$ cat src/rtl/traffic_ctrl_n.sv
// rtl/traffic_ctrl_n.sv - N-approach round-robin traffic-light controller with blink mode
//
// Purpose: serves NUM_DIR approaches in turn (green -> yellow -> all-red
// clearance) and switches every approach to blinking yellow while modo=1.
// Lamp outputs are Moore, decoded from state and cur_dir only.
//
// Optional build macro: DEMAND_SKIP_EN -- when defined, the next approach is
// the first one (after the current, current last) with demand asserted in the
// final all-red cycle; otherwise demand is ignored and order is round-robin.
//
// Ports:
//   clk      in   clock, all state changes on the rising edge
//   reset    in   asynchronous active-high reset
//   modo     in   0 = normal cycling, 1 = blink mode
//   demand   in   [NUM_DIR] per-approach request (DEMAND_SKIP_EN only)
//   green    out  [NUM_DIR] green lamps
//   yellow   out  [NUM_DIR] yellow lamps
//   red      out  [NUM_DIR] red lamps
//   cur_dir  out  [$clog2(NUM_DIR)] approach currently served

module traffic_ctrl_n #(
  parameter int NUM_DIR  = 2,
  parameter int T_GREEN  = 4,
  parameter int T_YELLOW = 1,
  parameter int T_ALLRED = 1,
  parameter int T_BLINK  = 1
) (
  input  logic                       clk,
  input  logic                       reset,
  input  logic                       modo,
  input  logic [NUM_DIR-1:0]         demand,
  output logic [NUM_DIR-1:0]         green,
  output logic [NUM_DIR-1:0]         yellow,
  output logic [NUM_DIR-1:0]         red,
  output logic [$clog2(NUM_DIR)-1:0] cur_dir
);

  localparam int DIR_W = $clog2(NUM_DIR);
  localparam int T_GY  = (T_GREEN > T_YELLOW) ? T_GREEN : T_YELLOW;
  localparam int T_AB  = (T_ALLRED > T_BLINK) ? T_ALLRED : T_BLINK;
  localparam int T_MAX = (T_GY > T_AB) ? T_GY : T_AB;
  localparam int TMR_W = $clog2(T_MAX + 1);

  // Terminal timer values: a state of duration T exits when timer == T-1.
  localparam logic [TMR_W-1:0] G_LAST = TMR_W'(T_GREEN - 1);
  localparam logic [TMR_W-1:0] Y_LAST = TMR_W'(T_YELLOW - 1);
  localparam logic [TMR_W-1:0] A_LAST = TMR_W'(T_ALLRED - 1);
  localparam logic [TMR_W-1:0] B_LAST = TMR_W'(T_BLINK - 1);
  localparam logic [DIR_W-1:0] DIR_LAST = DIR_W'(NUM_DIR - 1);

  if (NUM_DIR < 2 || T_GREEN < 1 || T_YELLOW < 1 || T_ALLRED < 1 || T_BLINK < 1) begin : g_param_check
    $error("traffic_ctrl_n: NUM_DIR must be >= 2 and every duration >= 1");
  end

  typedef enum logic [2:0] {
    S_GREEN,
    S_YELLOW,
    S_ALLRED,
    S_BLINK_ON,
    S_BLINK_OFF
  } state_t;

  state_t             state, state_n;
  logic [TMR_W-1:0]   timer, timer_n;
  logic [DIR_W-1:0]   dir_n;
  logic [DIR_W-1:0]   rr_next;
  logic [DIR_W-1:0]   next_dir;
  logic [NUM_DIR-1:0] dir_onehot;

  // Wrap explicitly so non-power-of-two NUM_DIR never reaches an unused index.
  assign rr_next = (cur_dir == DIR_LAST) ? '0 : cur_dir + DIR_W'(1);

`ifdef DEMAND_SKIP_EN
  logic [DIR_W-1:0] cand;
  logic [DIR_W-1:0] skip_next;
  logic             found;

  // Walk cur_dir+1 .. cur_dir+NUM_DIR; the current approach is visited last.
  always_comb begin
    cand      = cur_dir;
    skip_next = rr_next;
    found     = 1'b0;
    for (int k = 0; k < NUM_DIR; k++) begin
      cand = (cand == DIR_LAST) ? '0 : cand + DIR_W'(1);
      if (!found && demand[cand]) begin
        skip_next = cand;
        found     = 1'b1;
      end
    end
  end

  assign next_dir = skip_next;
`else
  logic unused_demand;

  assign unused_demand = ^demand;
  assign next_dir      = rr_next;
`endif

  always_ff @(posedge clk or posedge reset) begin
    if (reset) begin
      state   <= S_GREEN;
      cur_dir <= '0;
      timer   <= '0;
    end else begin
      state   <= state_n;
      cur_dir <= dir_n;
      timer   <= timer_n;
    end
  end

  // Mode changes are tested before timer expiry so they win on a tie.
  always_comb begin
    state_n = state;
    dir_n   = cur_dir;
    timer_n = timer + TMR_W'(1);
    case (state)
      S_GREEN: begin
        if (modo) begin
          state_n = S_BLINK_ON;
          timer_n = '0;
        end else if (timer == G_LAST) begin
          state_n = S_YELLOW;
          timer_n = '0;
        end
      end
      S_YELLOW: begin
        if (modo) begin
          state_n = S_BLINK_ON;
          timer_n = '0;
        end else if (timer == Y_LAST) begin
          state_n = S_ALLRED;
          timer_n = '0;
        end
      end
      S_ALLRED: begin
        if (modo) begin
          state_n = S_BLINK_ON;
          timer_n = '0;
        end else if (timer == A_LAST) begin
          state_n = S_GREEN;
          dir_n   = next_dir;
          timer_n = '0;
        end
      end
      S_BLINK_ON: begin
        if (!modo) begin
          state_n = S_GREEN;
          dir_n   = '0;
          timer_n = '0;
        end else if (timer == B_LAST) begin
          state_n = S_BLINK_OFF;
          timer_n = '0;
        end
      end
      S_BLINK_OFF: begin
        if (!modo) begin
          state_n = S_GREEN;
          dir_n   = '0;
          timer_n = '0;
        end else if (timer == B_LAST) begin
          state_n = S_BLINK_ON;
          timer_n = '0;
        end
      end
      default: begin
        state_n = S_GREEN;
        dir_n   = '0;
        timer_n = '0;
      end
    endcase
  end

  assign dir_onehot = NUM_DIR'(1) << cur_dir;

  always_comb begin
    green  = '0;
    yellow = '0;
    red    = '0;
    case (state)
      S_GREEN: begin
        green = dir_onehot;
        red   = ~dir_onehot;
      end
      S_YELLOW: begin
        yellow = dir_onehot;
        red    = ~dir_onehot;
      end
      S_ALLRED: begin
        red = '1;
      end
      S_BLINK_ON: begin
        yellow = '1;
      end
      default: begin
        green  = '0;
        yellow = '0;
        red    = '0;
      end
    endcase
  end

endmodule

$ cat config.mk
export PLATFORM = sky130hd
export DESIGN_NAME = traffic_ctrl_n
export DESIGN_NICKNAME = d
export VERILOG_FILES = /design/src/rtl/traffic_ctrl_n.sv
export SDC_FILE = /design/constraint.sdc
export NUM_CORES = 1
export LEC_CHECK = 0
export CORE_AREA = 5 5 42 44
export DETAILED_ROUTE_END_ITERATION = 12
export DIE_AREA = 0 0 47 49
export MAX_ROUTING_LAYER = met4
export PLACE_DENSITY_LB_ADDON = 0.15
export SKIP_LAST_GASP = 1
export SYNTH_ARGS = -nofsm -noshare
export SYNTH_HDL_FRONTEND = slang
export SYNTH_SLANG_ARGS = --single-unit
$ cat constraint.sdc
create_clock -name clk -period 3.33 [get_ports clk]
set_clock_uncertainty 0.1 [all_clocks]
set_input_delay 0.666 -clock clk [delete_from_list [all_inputs] [get_ports clk]]
set_output_delay 0.666 -clock clk [all_outputs]
set_load 0.02 [all_outputs]
Word level (Yosys, flattened, before mapping):

Index checks and enable logic that the tools add are counted.

* word-level logic and storage cells: 53
* output and inout port bits: 7
* bits of input ports: 5
* flip-flop bits (word level): 7

* shift operators: 1
* bitwise logic cells: 2
* reductions and logical operators: 7
* eq/ne operators: 13
* $add $sub $neg: 2
* muxes and demuxes: 25

Operators by type and width (count)
* 2-to-1 mux 3 bit: 15
* != test 3 bit, second input constant: 5
* one-hot mux 3 bit (5 select lines): 1
* == test 3 x 2 -> 1 bit, second input constant: 3
* one-hot mux 3 bit (3 select lines): 1
* one-hot mux 2 bit (2 select lines): 2
* logical NOT 3 bit: 2
* != test 2 bit, second input constant: 3
* OR reduction 2 bit: 3
* AND reduction 5 bit: 1
* 2-to-1 mux 1 bit: 4
* AND reduction 4 bit: 1
* adder 3 x 1 -> 3 bit, second input constant: 1
* == test 3 x 1 -> 1 bit, second input constant: 1
* == test 3 bit, second input constant: 1
* one-hot mux 1 bit (3 select lines): 1
* 2-to-1 mux 2 bit: 1
* NOT 2 bit: 1
* << shifter 1 x 1 -> 2 bit, first input constant: 1
* adder 1 bit, second input constant: 1
* NOT 1 bit: 1

Depth between registers and ports, before layout:

* depth in word-level cells: 5
* gate-level depth with buffers: 7
* mapped depth without buffers: 6

Worst setup path before layout:

Ideal clock, no wire load.

* path type: reg2out
* start point: register state[1]
* end point: output port red[0]
* path buffers: 2
* stages on the path, launching flop included: 5
* data required time: 2.564 ns
* arrival: 1.345 ns
* path slack: 1.219 ns
* path through: dfrtp_1 > buf_6 > clkbuf_1 > nor2_1 > a211oi_1

* word-level cells in the longest chain between the ends: 3

RTL lines
* start: declaration: line 63 `state_t state, state_n;`
* start signal: assignment: line 106 `state <= state_n;`
* == test 3 x 1 -> 1 bit / logical NOT 3 bit (equally long branches): line 180 `case (state)`
* OR reduction 2 bit (no line)
* one-hot mux 2 bit (2 select lines) (*): line 180
* end: declaration: line 34 `output logic [NUM_DIR-1:0] red,`

Mark *: on every way between the ends. The rest lies on a longest branch, timed or not.

Worst setup path after layout:

* start point: register state[1]
* end point: output port green[0]

* word-level cells in the longest chain between the ends: 2

RTL lines
* logical NOT 3 bit: line 180
* 2-to-1 mux 2 bit: line 180
* end: declaration: line 32 `output logic [NUM_DIR-1:0] green,`

Every way passes these cells.

==> reports/results.ini <==
[outcome]
status = finished clean

[worst_setup_path]
timing.rr.start = timer[0]
crit_buf_inv = 1
slowest_stage = clkdlybuf4s50_1
worstPathArrival_ps = 1950
worstPathMaxFanout = 16
setup.worst_path.start_class = flip-flop
cp.depth = 3
crit_family = buffers and inverters
rr_worst_depth = 6
timing.reg2reg.setup_slack_ps = 1580
cp-endpoint = green[0]
criticalPathCategory = flip-flop to primary output
timing.rr.end = timer[1]
cp_cell_sequence = or2_2 -> nor3_1 -> clkdlybuf4s50_1
worstSetupStartpoint = state[1]
slowest_delay_ps = 630
required_ps = 2560
end_kind = primary output

[die]
coreArea_mm2 = 0.00140
die_area_mm2 = 0.00230
start_util_pct = 40.4
ios = 12
core.rowCount = 14
die_y_um = 49
fp.dieW_um = 47

[synth]
yosys_warnings = 0
yosysSeqAreaShare_pct = 30.9
ys.flop_type = dfrtp_1
synth_edf_count = 0
synth-seq-cells = 7
syn_nets = 80
async_flop_share_pct = 100
ys_types = 30
netlist_instances = 71
syn-cell-area_um2 = 567
avgSynthCellArea_um2 = 7.98

[cells_and_area]
final_layout_size_suffix_gt1_share_pct = 6.41
seqCellArea_um2 = 175
final_nets = 88
fillerInstances = 151
final_common_cell = clkdlybuf4s50_1
area_growth_pct = 18.3
multi_input_area_um2 = 333
antenna-diode-count = 0
final_cell_mix = clkdlybuf4s50_1 (9), inv_1 (7), nor2_1 (7), dfrtp_1 (7), nand2_1 (6)

[global_route]
grt_pass1_wl_um = 2130
grt_start_max_net_pins = 17
grt_usage_pct = 12.5
grt_overflow = 0
grt_pass1_vias = 497
grt_antenna_before_repair = 0

[clock_network]
root_buffer = clkbuf_4
cts_buffer_depth = 2
cts_made_buffers = 3
cts.sinks = 7
ctsResizeCount = 0
hold_buffers = 0
insertion_delay_ps = 240
postCtsSetupBuffers = 0
tritoncts = built
htreeDepth = 1
cts.clk_slew.worst_paths_ps = 50

[detailed_routing]
num_vias = 521
ant_nets = 0
drtIter0Drc = 6
drt_wl_total_um = 1220
wl_per_cell_um = 12.9
drc = 0
vias_per_cell = 5.54
first_pass_iters = 4

[timing]
tightest_slew_ps = 505
finalWorstSetupSlack_ps = 610
fmax_mhz = 368
final_max_slew_viol_count = 0
rsz0062_at_grt = no
setup_viol = 0
period_needed_ps = 2720
hold_viol = 0
relSlewSlack_pct = 66.2
fin_crit_sh_pct = 81.7
fin_tns_setup_ps = 0

[placed_design]
post-place-ws_ps = 859
port_buffers = 9
place_hpwl_um = 911
gp_congestion = 0.745

[power_and_ir_drop]
power.density_mw_per_mm2 = 987
p_clk_share_pct = 11.4
seq_power_share_pct = 28.7
p_sw_uw = 308
vdd_drop_max_mv = 0.510
internal_power_uw = 353
swShare_pct = 46.6
leakage_nw = 0.282
pwr-share-comb_pct = 60.0

[job]
drv_cap = 0

[worst_hold_path]
hold_class = flip-flop to flip-flop

[power by group through the flow]
stage | combinational [mW] | clock [mW] | sequential [mW]
floorplan | 0.312 | 0 | 0.145
global placement | 0.396 | 0 | 0.193
detailed placement | 0.397 | 0 | 0.191
CTS | 0.401 | 0.0776 | 0.189
global route | 0.432 | 0.0810 | 0.199
finish | 0.397 | 0.0753 | 0.190
[state kept, by name, summed over array words and instances (netlist names)]
signal,count
state,3
timer,3
cur_dir,1
[worst min path at each step]
stage | from | end | cells after the start
floorplan | timer[0] | timer[0] | 1
global placement | timer[0] | timer[0] | 1
detailed placement | timer[0] | timer[0] | 1
CTS | timer[0] | timer[0] | 1
global route | timer[0] | timer[0] | 1
finish | timer[0] | timer[0] | 1
[cell type report]
type | count | area share [%]
Timing Repair Buffer | 9 | 13.4
Clock buffer | 4 | 3.92
Inverter | 7 | 3.92
Tap cell | 16 | 2.99
Multi-Input combinational cell | 51 | 49.6
Sequential cell | 7 | 26.1
[kinds of logic (layout without fill, tap and decap cells)]
kind of cell,Yosys count,count (layout),synth area share [%]
xor gates and xnor gates,2,2,3.09
adders and majority gates,4,4,8.83
and+or+nand+nor,30,30,28.0
AOI/OAI and AO/OA,15,15,18.8
DFF,7,7,30.9
buffers and inverters,13,20,10.4
[synthesized netlist by cell type, types with 2 or more instances]
cell type | instances | area, um2
a21oi_1 | 3 | 15.0
a32oi_1 | 2 | 17.5
buf_2 | 2 | 10.0
clkbuf_1 | 3 | 11.3
dfrtp_1 | 7 | 175
ha_1 | 4 | 50.1
inv_1 | 7 | 26.3
nand2_1 | 6 | 22.5
nand3_1 | 4 | 20.0
nor2_1 | 7 | 26.3
nor2b_1 | 3 | 18.8
nor3b_1 | 2 | 15.0
o311ai_0 | 2 | 17.5
or4_1 | 2 | 15.0
xnor2_1 | 2 | 17.5
[routing by layer]
metal | vias up | global-route usage (%) | share of wire, %
li1 | 264 | - | -
met3 | 2 | 3.32 | 1.9
met1 | 246 | 16.0 | 45
met4 | 0 | 4.15 | 1.1
met2 | 9 | 18.8 | 52
met5 | - | - | 0
[metrics by stage]
stage / util (%) / instances / area, um2 / hold slack, ps / power, mW
after global routing: 47.9 / 94 / 671 / 403 / 0.712
after CTS: 47.9 / 94 / 671 / 374 / 0.668
after floorplan: - / 71 / 567 / 332 / 0.457
final: 47.9 / 94 / 671 / 362 / 0.662
after detailed placement: 46.0 / 90 / 644 / 367 / 0.588
after global placement: 46.0 / 90 / 644 / 356 / 0.588
Power figures use the tool's default switching activity.
